[config.mk]
export PLATFORM = sky130hd
export DESIGN_NAME = mem_arbiter
export DESIGN_NICKNAME = d
export VERILOG_FILES = /design/src/rtl/mem_arbiter.sv
export SDC_FILE = /design/constraint.sdc
export NUM_CORES = 1
export LEC_CHECK = 0
export ABC_AREA = 1
export BUFFER_PORTS_ARGS = -buffer_cell sky130_fd_sc_hd__buf_2
export CAP_MARGIN = 20
export CORE_AREA = 2 2 106 108
export DETAILED_ROUTE_END_ITERATION = 8
export DIE_AREA = 0 0 108 110
export PLACE_DENSITY = 0.59
export SETUP_SLACK_MARGIN = 0.4
export SYNTH_ARGS = -nofsm -noshare
export SYNTH_HDL_FRONTEND = slang
export SYNTH_SLANG_ARGS = --single-unit
[constraint.sdc]
create_clock -name clk -period 1.4 [get_ports clk]
set_clock_uncertainty 0.15 [all_clocks]
set_input_delay 0.14 -clock clk [delete_from_list [all_inputs] [get_ports clk]]
set_output_delay 0.14 -clock clk [all_outputs]
set_load 0.01 [all_outputs]
[src/rtl/mem_arbiter.sv]
// Arbiter sharing one fixed-latency memory port between instruction fetch and data access.
// Optional macro ARB_RR_EN: round-robin on contention (default is fixed priority, DM wins).
module mem_arbiter #(
    parameter int unsigned ADDR_WIDTH  = 32,
    parameter int unsigned DATA_WIDTH  = 32,
    parameter int unsigned MEM_LATENCY = 2
) (
    input  logic                  clk,
    input  logic                  rst,
    input  logic                  if_req,
    input  logic [ADDR_WIDTH-1:0] if_addr,
    output logic                  if_gnt,
    output logic                  if_rvalid,
    output logic [DATA_WIDTH-1:0] if_rdata,
    input  logic                  dm_req,
    input  logic                  dm_we,
    input  logic [ADDR_WIDTH-1:0] dm_addr,
    input  logic [DATA_WIDTH-1:0] dm_wdata,
    input  logic [2:0]            dm_width,
    output logic                  dm_gnt,
    output logic                  dm_rvalid,
    output logic [DATA_WIDTH-1:0] dm_rdata,
    output logic                  mem_req,
    output logic                  mem_we,
    output logic [ADDR_WIDTH-1:0] mem_addr,
    output logic [DATA_WIDTH-1:0] mem_wdata,
    output logic [2:0]            mem_width,
    input  logic [DATA_WIDTH-1:0] mem_rdata,
    output logic                  busy
);

    typedef enum logic {StIdle, StBusy} arbStateT;

    localparam logic       OwnIf    = 1'b0;
    localparam logic       OwnDm    = 1'b1;
    localparam logic [3:0] LatCnt   = 4'(MEM_LATENCY);
    localparam logic [2:0] WordSize = 3'b010;

    arbStateT   stateQ, stateD;
    logic [3:0] cntQ, cntD;
    logic       ownerQ, ownerD;
    logic       free;
    logic       grantIf, grantDm;
    logic       acceptRead;
    logic       respCycle;

    // The final count cycle can already launch the next access.
    assign free       = (stateQ == StIdle) || (stateQ == StBusy && cntQ == 4'd1);
    assign respCycle  = (stateQ == StBusy) && (cntQ == 4'd1);
    assign acceptRead = grantIf || (grantDm && !dm_we);

`ifdef ARB_RR_EN
    logic rrPtrQ, rrPtrD;

    always_comb begin
        rrPtrD = rrPtrQ;
        if (free && !rst && if_req && dm_req) begin
            rrPtrD = grantIf ? OwnDm : OwnIf;
        end
    end

    always_ff @(posedge clk or posedge rst) begin
        if (rst) begin
            rrPtrQ <= OwnIf;
        end else begin
            rrPtrQ <= rrPtrD;
        end
    end
`endif

    // Grants are suppressed while reset is held so nothing is accepted during it.
    always_comb begin
        grantIf = 1'b0;
        grantDm = 1'b0;
        if (free && !rst) begin
            if (if_req && dm_req) begin
`ifdef ARB_RR_EN
                if (rrPtrQ == OwnIf) begin
                    grantIf = 1'b1;
                end else begin
                    grantDm = 1'b1;
                end
`else
                grantDm = 1'b1;
`endif
            end else begin
                grantIf = if_req;
                grantDm = dm_req;
            end
        end
    end

    assign if_gnt = grantIf;
    assign dm_gnt = grantDm;

    always_comb begin
        mem_req   = 1'b0;
        mem_we    = 1'b0;
        mem_addr  = '0;
        mem_wdata = '0;
        mem_width = 3'b000;
        if (grantDm) begin
            mem_req   = 1'b1;
            mem_we    = dm_we;
            mem_addr  = dm_addr;
            mem_wdata = dm_wdata;
            mem_width = dm_width;
        end else if (grantIf) begin
            mem_req   = 1'b1;
            mem_addr  = if_addr;
            mem_width = WordSize;
        end
    end

    always_comb begin
        stateD = stateQ;
        cntD   = cntQ;
        ownerD = ownerQ;
        if (stateQ == StBusy) begin
            cntD = cntQ - 4'd1;
            if (cntQ == 4'd1) begin
                stateD = StIdle;
            end
        end
        // A read accepted on the last count cycle reloads instead of idling.
        if (acceptRead) begin
            stateD = StBusy;
            cntD   = LatCnt;
            ownerD = grantDm ? OwnDm : OwnIf;
        end
    end

    always_ff @(posedge clk or posedge rst) begin
        if (rst) begin
            stateQ <= StIdle;
            cntQ   <= 4'd0;
            ownerQ <= OwnIf;
        end else begin
            stateQ <= stateD;
            cntQ   <= cntD;
            ownerQ <= ownerD;
        end
    end

    assign if_rvalid = respCycle && (ownerQ == OwnIf);
    assign dm_rvalid = respCycle && (ownerQ == OwnDm);
    assign if_rdata  = mem_rdata;
    assign dm_rdata  = mem_rdata;
    assign busy      = (stateQ == StBusy);

endmodule
==> metrics.cfg, run 1 <==
[clock_tree]
htreeDepth=1
cts_tree=yes
cts_buffers=3
cts_sinks=6
clkLatencyLatePin_ns=0.23
clockBufferDepth=2
path_clk_slew_ns=0.04
cts-root-buf=clkbuf_8

[outcome]
violations=negative hold slack, negative setup slack
status=finished with violations

[die]
core_um2=10700
rows=38
pin_count=274
die_h_um=110
die_w_um=108
start_util_pct=14.5
die_area_um2=11900

[route]
ant_nets=0
via_count=2050
viasPerCell=3.69
detail_route.iter0.violations=43
firstDrtPassIters=4
routed_wl_mm=6.79
routedWlPerCell_um=12.2
post-route-drc-count=0

[synthesis]
yosysWarnings=0
synth_edf_count=0
yosysUniqueCellTypes=19
yosysSeqAreaShare_pct=9.65
syn_area_um2=1560
synth_cells=284
synth_ff_type=dfrtp_1
ys_top_cells_by_area=buf_4 32%, nand2_1 25%, nor2_1 10%
synth_top_cell_by_area=buf_4
async_flop_share_pct=100
syn_area_per_cell_um2=5.48
ys_ff_latch=6
synth_nets=422
synth_top_area_share_pct=32.3

[power]
ir_worst_vdd_v=0.000435
p_per_area_nw_per_um2=957
p_leak_nw=1.86

[sta]
finalCritPeriodShare_pct=136
worst_slack_ns=-0.507
max_freq_mhz=524
maxSlewViolCount=0
finalHoldViolations=6
report.final.setup_viol=79
rsz0062_at_grt=yes
tightest_slew_ns=0.267
setup-tns-final_ns=-33.36
slew_headroom_pct=82.0
whs_ns=-0.112
period_minus_slack_ns=1.91

[worst_setup_path]
ff2ff_path_depth=9
cp_max_fo=6
crit_path_start_kind=register
critical_path.slowest_cell=dfrtp_1
cp_cell_sequence=inv_2 -> ha_4 -> nand2_4 -> nand2_4 -> nand3_4 -> clkinv_8 -> clkbuf_16 -> nand2_2 -> nand2_2 -> buf_6
critPathCapture=mem_addr[15]
regToRegEndpoint=ownerQ$_DFFE_PP0P_
path_buf_inv=4
startpoint=cntQ[1]$_DFFE_PP0P_
crit_family=buffers and inverters
r2r_setup_slack_ns=-0.24
worstPathRequired_ns=1.11
setup.worst_path.end_class=output port
worstPathArrival_ns=1.62
crit_cells=10
worst-setup-path-type=register to output port
timing.rr.start=cntQ[0]$_DFFE_PP0P_
slowest_delay_ns=0.38

[layout]
nets=555
fin_util_pct=27.8
final_common_cell=buf_2
area_growth_pct=90.9
drive_gt1_share_pct=72.5
final_cell_mix=143 x buf_2, 61 x nand2_2, 40 x inv_1, 36 x buf_6, 30 x nor2_1
diodes=0

[global_route]
grt_pass1_wl_mm=8.80
grt.overflow.total=0
antenna_found_initial=0
grt_max_degree=37
grt_pass1_vias=1983
grt_usage_pct=9.33

[placement]
numPortBuffers=177
pre_cts_ws_ns=-0.297
gp_congestion=0.708
hpwl_mm=4.89

[flow_run]
cap_violations=0

[hold_path]
min_path_type=input pin to asynchronous set/reset pin

[final cells by class]
cell class,count,area [µm²]
clock buffer,3,41.3
tap,140,175
sequential,6,150
timing repair buffer,202,1430
fill,1175,7730
inverter,43,179
multi-input combinational,161,992
[per-layer routing]
metal / up-vias / global-route usage (%) / wire (µm)
li1: 1009 / - / -
met2: 133 / 19.0 / 3700
met4: 0 / 3.39 / 155
met3: 25 / 2.12 / 635
met1: 883 / 9.12 / 2300
met5: - / 0 / 0
[synthesized netlist by cell type (2+ instances only)]
cell type and n:
buf_6 3, dfrtp_1 6, nand2_1 103, buf_4 67, inv_1 41, ha_1 2
nor2_1 42, buf_2 3, xnor2_1 2, nand3_4 2, nand3_1 4, o21ai_0 2
[through the flow]
stage / cells / total power, mW / instance area, µm² / hold slack, ns
2_1_floorplan: 284 / 1.40 / 1680 / -0.151
3_3_place_gp: 543 / 1.91 / 2340 / 0.130
3_5_place_dp: 543 / 1.93 / 2340 / 0.130
4_1_cts: 550 / 2.48 / 2580 / -0.107
5_1_grt: 555 / 3.08 / 2970 / -0.0774
6_report: 555 / 2.84 / 2970 / -0.112
[worst reg2reg max path: cells and delay by family (launching register included)]
family                     cells  cell delay, ns
adders and majority gates      1            0.18
and+or+nand+nor                3            0.24
AOI/OAI and AO/OA              1            0.07
buffers and inverters          4            0.48
DFF                            1            0.40
[registers in the layout (all words and copies together) (netlist names)]
| signal | count |
|---|---|
| busy | 1 |
| cntQ | 4 |
| ownerQ | 1 |
[worst min path at each step]
stage,cells after the start,from,slack (ns),end
finish,3,rst,-0.11,busy$_DFF_PP0_
global route,3,rst,-0.08,busy$_DFF_PP0_
CTS,3,rst,-0.11,busy$_DFF_PP0_
detailed placement,0,mem_rdata[30],0.13,dm_rdata[30]
global placement,0,mem_rdata[30],0.13,dm_rdata[30]
floorplan,1,rst,-0.15,busy$_DFF_PP0_
[where the power goes]
part           leakage (nW)  internal [mW]  total, mW  switching [mW]
Combinational          1.77           1.16       2.24            1.08
Sequential           0.0708          0.261      0.338          0.0770
Clock                0.0216          0.185      0.264          0.0791
Total                  1.86           1.60       2.84            1.24
[what timing repair did]
item | CTS | global route
pin swaps | 5 | 10
resized for setup | 37 | 69
setup buffers | 3 | 1
cloned | 1 | 4
endpoints found under the hold margin | 6 | 6
endpoints found under the setup margin | 80 | 80
[logic make-up (layout without fill, tap and decap cells)]
kind of cell    after synthesis  after routing  synth area share [%]
simple gates                154            154                  40.1
buf+inv                     117            248                  46.3
flops                         6              6                  9.65
xor+xnor                      3              3                  1.69
fa+ha+maj                     2              2                  1.61
compound gates                2              2                 0.644
Note: power is estimated with default switching activity, not from simulation.
==> run 2: changes to the inputs <==
--- a/config.mk
+++ b/config.mk
@@ -11,6 +11,7 @@
 export CORE_AREA = 2 2 106 108
 export DETAILED_ROUTE_END_ITERATION = 8
 export DIE_AREA = 0 0 108 110
+export MAX_ROUTING_LAYER = met4
 export PLACE_DENSITY = 0.59
 export SETUP_SLACK_MARGIN = 0.4
 export SYNTH_ARGS = -nofsm -noshare
==> metrics.cfg, run 2 (synthesis results as in run 1) <==
[sta]
worst_slack_ns=-0.507
slew_headroom_pct=82.3
finalHoldViolations=6
report.final.setup_viol=79
whs_ns=-0.111
max_freq_mhz=524
finalCritPeriodShare_pct=136
tightest_slew_ns=0.263
period_minus_slack_ns=1.91
maxSlewViolCount=0
rsz0062_at_grt=yes

[worst_setup_path]
worstPathArrival_ns=1.62
startpoint=cntQ[1]$_DFFE_PP0P_
r2r_setup_slack_ns=-0.25
timing.rr.start=cntQ[0]$_DFFE_PP0P_
ff2ff_path_depth=9
cp_max_fo=6
setup.worst_path.end_class=output port
regToRegEndpoint=ownerQ$_DFFE_PP0P_
worst-setup-path-type=register to output port
worstPathRequired_ns=1.11
crit_path_start_kind=register

[flow_run]
cap_violations=0

[clock_tree]
clockBufferDepth=2
cts_sinks=6
cts_tree=yes
cts-root-buf=clkbuf_8
clkLatencyLatePin_ns=0.23
path_clk_slew_ns=0.04
htreeDepth=1
cts_buffers=3

[route]
routedWlPerCell_um=12.2
routed_wl_mm=6.79
ant_nets=0
firstDrtPassIters=4
detail_route.iter0.violations=53
via_count=2048
viasPerCell=3.69
post-route-drc-count=0

[global_route]
grt_pass1_vias=1988
grt_max_degree=37
antenna_found_initial=0
grt_usage_pct=9.58
grt_pass1_wl_mm=8.80
grt.overflow.total=0

[layout]
largest_reg_flops=4
nets=555
final_common_cell=buf_2
area_growth_pct=90.9
fin_area_um2=2970
largest-register=cntQ
diodes=0
final_cell_mix=143 x buf_2, 61 x nand2_2, 40 x inv_1, 36 x buf_6, 30 x nor2_1
drive_gt1_share_pct=72.5

[placement]
hpwl_mm=4.89
gp_congestion=0.716
placedInstanceArea_um2=2340
numPortBuffers=177

[die]
die_h_um=110
core_um2=10700
rows=38
die_w_um=108
die_area_um2=11900
start_util_pct=14.5
pin_count=274

[outcome]
status=finished with violations
violations=negative hold slack, negative setup slack

[power]
p_leak_nw=1.86
p_per_area_nw_per_um2=957
ir_worst_vdd_v=0.000434

[hold_path]
min_path_type=input pin to asynchronous set/reset pin

## run 2: cell counts in the layout (fill, tap and decap cells not counted)
No cell type changed its count.
## run 2: worst max-delay path by stage
stage,slack (ns),endpoint,cells past startpoint
after floorplan,-0.15,mem_addr[22],9
after global placement,-0.27,mem_addr[31],10
after detailed placement,-0.30,mem_addr[13],10
after CTS,-0.49,mem_addr[13],10
after global routing,-0.58,mem_addr[15],10
final,-0.51,mem_addr[15],10
## run 2: through the flow
stage	total power, mW	util (%)	setup slack (ns)	std cells	TNS [ns]
final	2.84	27.8	-0.507	555	-33.30
after global routing	3.08	27.8	-0.578	555	-39.50
after CTS	2.48	24.1	-0.487	550	-29.75
after detailed placement	1.93	21.9	-0.297	543	-17.38
after global placement	1.91	21.9	-0.267	543	-15.67
after floorplan	1.40	-	-0.154	284	-7.98
## run 2: layout make-up
class / instances / area [µm²]
fill: 1175 / 7730
timing repair buffer: 202 / 1430
multi-input combinational: 161 / 992
inverter: 43 / 179
tap: 140 / 175
sequential: 6 / 150
clock buffer: 3 / 41.3
## run 2: worst max-delay path: stages, from the launching register on
cell and delay [ns]:
dfrtp_1 0.37, inv_2 0.09, ha_4 0.15, nand2_4 0.05, nand2_4 0.09, nand3_4 0.13, clkinv_8 0.12, clkbuf_16 0.17
nand2_2 0.06, nand2_2 0.06, buf_6 0.10
## run 2: power breakdown
part | switching [mW] | total [mW] | internal [mW]
combinational | 1.08 | 2.24 | 1.16
sequential | 0.0765 | 0.338 | 0.261
clock | 0.0797 | 0.265 | 0.185
## run 2: what timing repair did
action / 4_1_cts / 5_1_grt
endpoints found under the setup margin: 80 / 80
gates cloned: 1 / 4
hold endpoints to repair: 6 / 6
resized for setup: 37 / 69
pin swaps: 5 / 10
setup buffers: 3 / 1
## run 2: metal layers
metal  vias to the layer above  wire length (µm)  part of all wire [%]  GRT usage, %
met5                         -                 0                     0             -
met4                         0               155                   2.3          3.39
met3                        25               592                   8.7          1.47
met2                       132              3700                    54          19.0
met1                       882              2340                    35          9.47
li1                       1009                 -                     -             -
==> run 3: changes to the inputs <==
==> constraint.sdc (replaced) <==
create_clock -name clk -period 1.66 [get_ports clk]
set_clock_uncertainty 0.15 [all_clocks]
set_input_delay 0.166 -clock clk [delete_from_list [all_inputs] [get_ports clk]]
set_output_delay 0.166 -clock clk [all_outputs]
set_load 0.01 [all_outputs]
==> metrics.cfg, run 3 (synthesis results as in run 1) <==
[global_route]
antenna_found_initial=0
grt.overflow.total=0
grt_pass1_vias=1883
grt_pass1_wl_mm=8.88
grt_max_degree=19
grt_usage_pct=9.99

[sta]
setup-tns-final_ns=-15.87
finalCritPeriodShare_pct=116
maxSlewViolCount=0
finalHoldViolations=0
slew_headroom_pct=79.0
period_minus_slack_ns=1.93
report.final.setup_viol=74
rsz0062_at_grt=yes
whs_ns=0.182
tightest_slew_ns=0.314
worst_slack_ns=-0.271
max_freq_mhz=518

[worst_setup_path]
crit_path_start_kind=register
slowest_delay_ns=0.37
path_buf_inv=4
cp_cell_sequence=inv_2 -> ha_4 -> nand2_4 -> nand2_4 -> nand3_4 -> buf_8 -> clkbuf_16 -> nor2_1 -> buf_2
worstPathArrival_ns=1.62
cp_common_cell=nand2_4
setup.worst_path.end_class=output port
crit_family=buffers and inverters
worst-setup-path-type=register to output port
worstPathRequired_ns=1.34
cp_max_fo=9
critical_path.slowest_cell=dfrtp_1

[placement]
pre_cts_ws_ns=-0.0999
numPortBuffers=177
hpwl_mm=4.81
gp_congestion=0.816
placedInstanceArea_um2=2350

[power]
ir_worst_vdd_v=0.000477
p_leak_nw=1.91
power_mw=2.51
p_per_area_nw_per_um2=799

[route]
ant_nets=0
routedWlPerCell_um=12.4
firstDrtPassIters=4
detail_route.iter0.violations=35
routed_wl_mm=7.01
viasPerCell=3.68
via_count=2076
post-route-drc-count=0

[clock_tree]
cts-root-buf=clkbuf_8
path_clk_slew_ns=0.04
clkLatencyLatePin_ns=0.22
cts_buffers=3
clockBufferDepth=2
cts_tree=yes
htreeDepth=1
cts_sinks=6

[layout]
final_common_cell=buf_2
largest-register=cntQ
drive_gt1_share_pct=71.7
n_fill_cell=1153
final_cell_mix=142 x buf_2, 46 x nand2_1, 44 x nand2_2, 42 x buf_6, 39 x inv_1
nets=564
largest_reg_flops=4
area_growth_pct=102
diodes=0
fin_area_um2=3140

[outcome]
status=finished with violations
violations=negative setup slack

[die]
start_util_pct=14.5
pin_count=274
die_w_um=108
rows=38
die_h_um=110
core_um2=10700
die_area_um2=11900

[hold_path]
min_path_type=input pin to output port

[flow_run]
cap_violations=0

## run 3: changes by cell type in the layout (fill, tap and decap cells not counted), moves of 2 or more
cell	before	now
o21ai_0	2	0
nand2_2	61	44
buf_6	36	42
nand2_1	29	46
nor2_1	30	20
nor2_2	12	21
clkbuf_16	3	6
## run 3: repair_timing
item | CTS | global route
setup buffers | 3 | 4
resized for setup | 53 | 63
setup endpoints to repair | 80 | 80
cloned | 2 | 6
pin swaps | 5 | 7
hold buffers | 1 | 0
hold endpoints to repair | 6 | 0
## run 3: power by group
part	internal, mW	total (mW)	switching, mW
clock	0.156	0.221	0.0646
combinational	1.07	2.01	0.943
sequential	0.220	0.276	0.0552
total	1.44	2.51	1.06
## run 3: area by class of cell
type                            instances  area, µm²  share of cell area, %
Inverter                               43        181                   5.78
Tap cell                              140        175                   5.58
Clock buffer                            3       41.3                   1.32
Timing Repair Buffer                  211       1600                   51.0
Multi-Input combinational cell        161        991                   31.6
Sequential cell                         6        150                   4.78
## run 3: stage by stage
stage,utilization [%],std cells
after floorplan,-,284
after global placement,22.0,545
after detailed placement,22.0,545
after CTS,25.4,554
after global routing,29.3,564
final,29.3,564
## run 3: worst paths after layout
check / start / to / slack (ns) / cells past startpoint
max reg2reg: cntQ[1]$_DFFE_PP0P_ / cntQ[2]$_DFFE_PP0P_ / -0.02 / 9
max: cntQ[1]$_DFFE_PP0P_ / mem_wdata[30] / -0.27 / 9
min: mem_rdata[11] / if_rdata[11] / 0.18 / 0
min in group asynchronous: rst / busy$_DFF_PP0_ / 0.54 / 4
min reg2reg: ownerQ$_DFFE_PP0P_ / ownerQ$_DFFE_PP0P_ / 0.42 / 2
max in group asynchronous: rst / cntQ[1]$_DFFE_PP0P_ / 0.59 / 4
## run 3: routing by layer
| layer | share of wire, % | vias to the layer above | routed length [µm] | track usage [%] |
|---|---|---|---|---|
| li1 | - | 1032 | - | - |
| met1 | 36 | 888 | 2550 | 9.72 |
| met2 | 53 | 135 | 3710 | 20.0 |
| met3 | 8.1 | 21 | 565 | 1.53 |
| met4 | 2.6 | 0 | 180 | 3.39 |
| met5 | 0 | - | 0 | - |
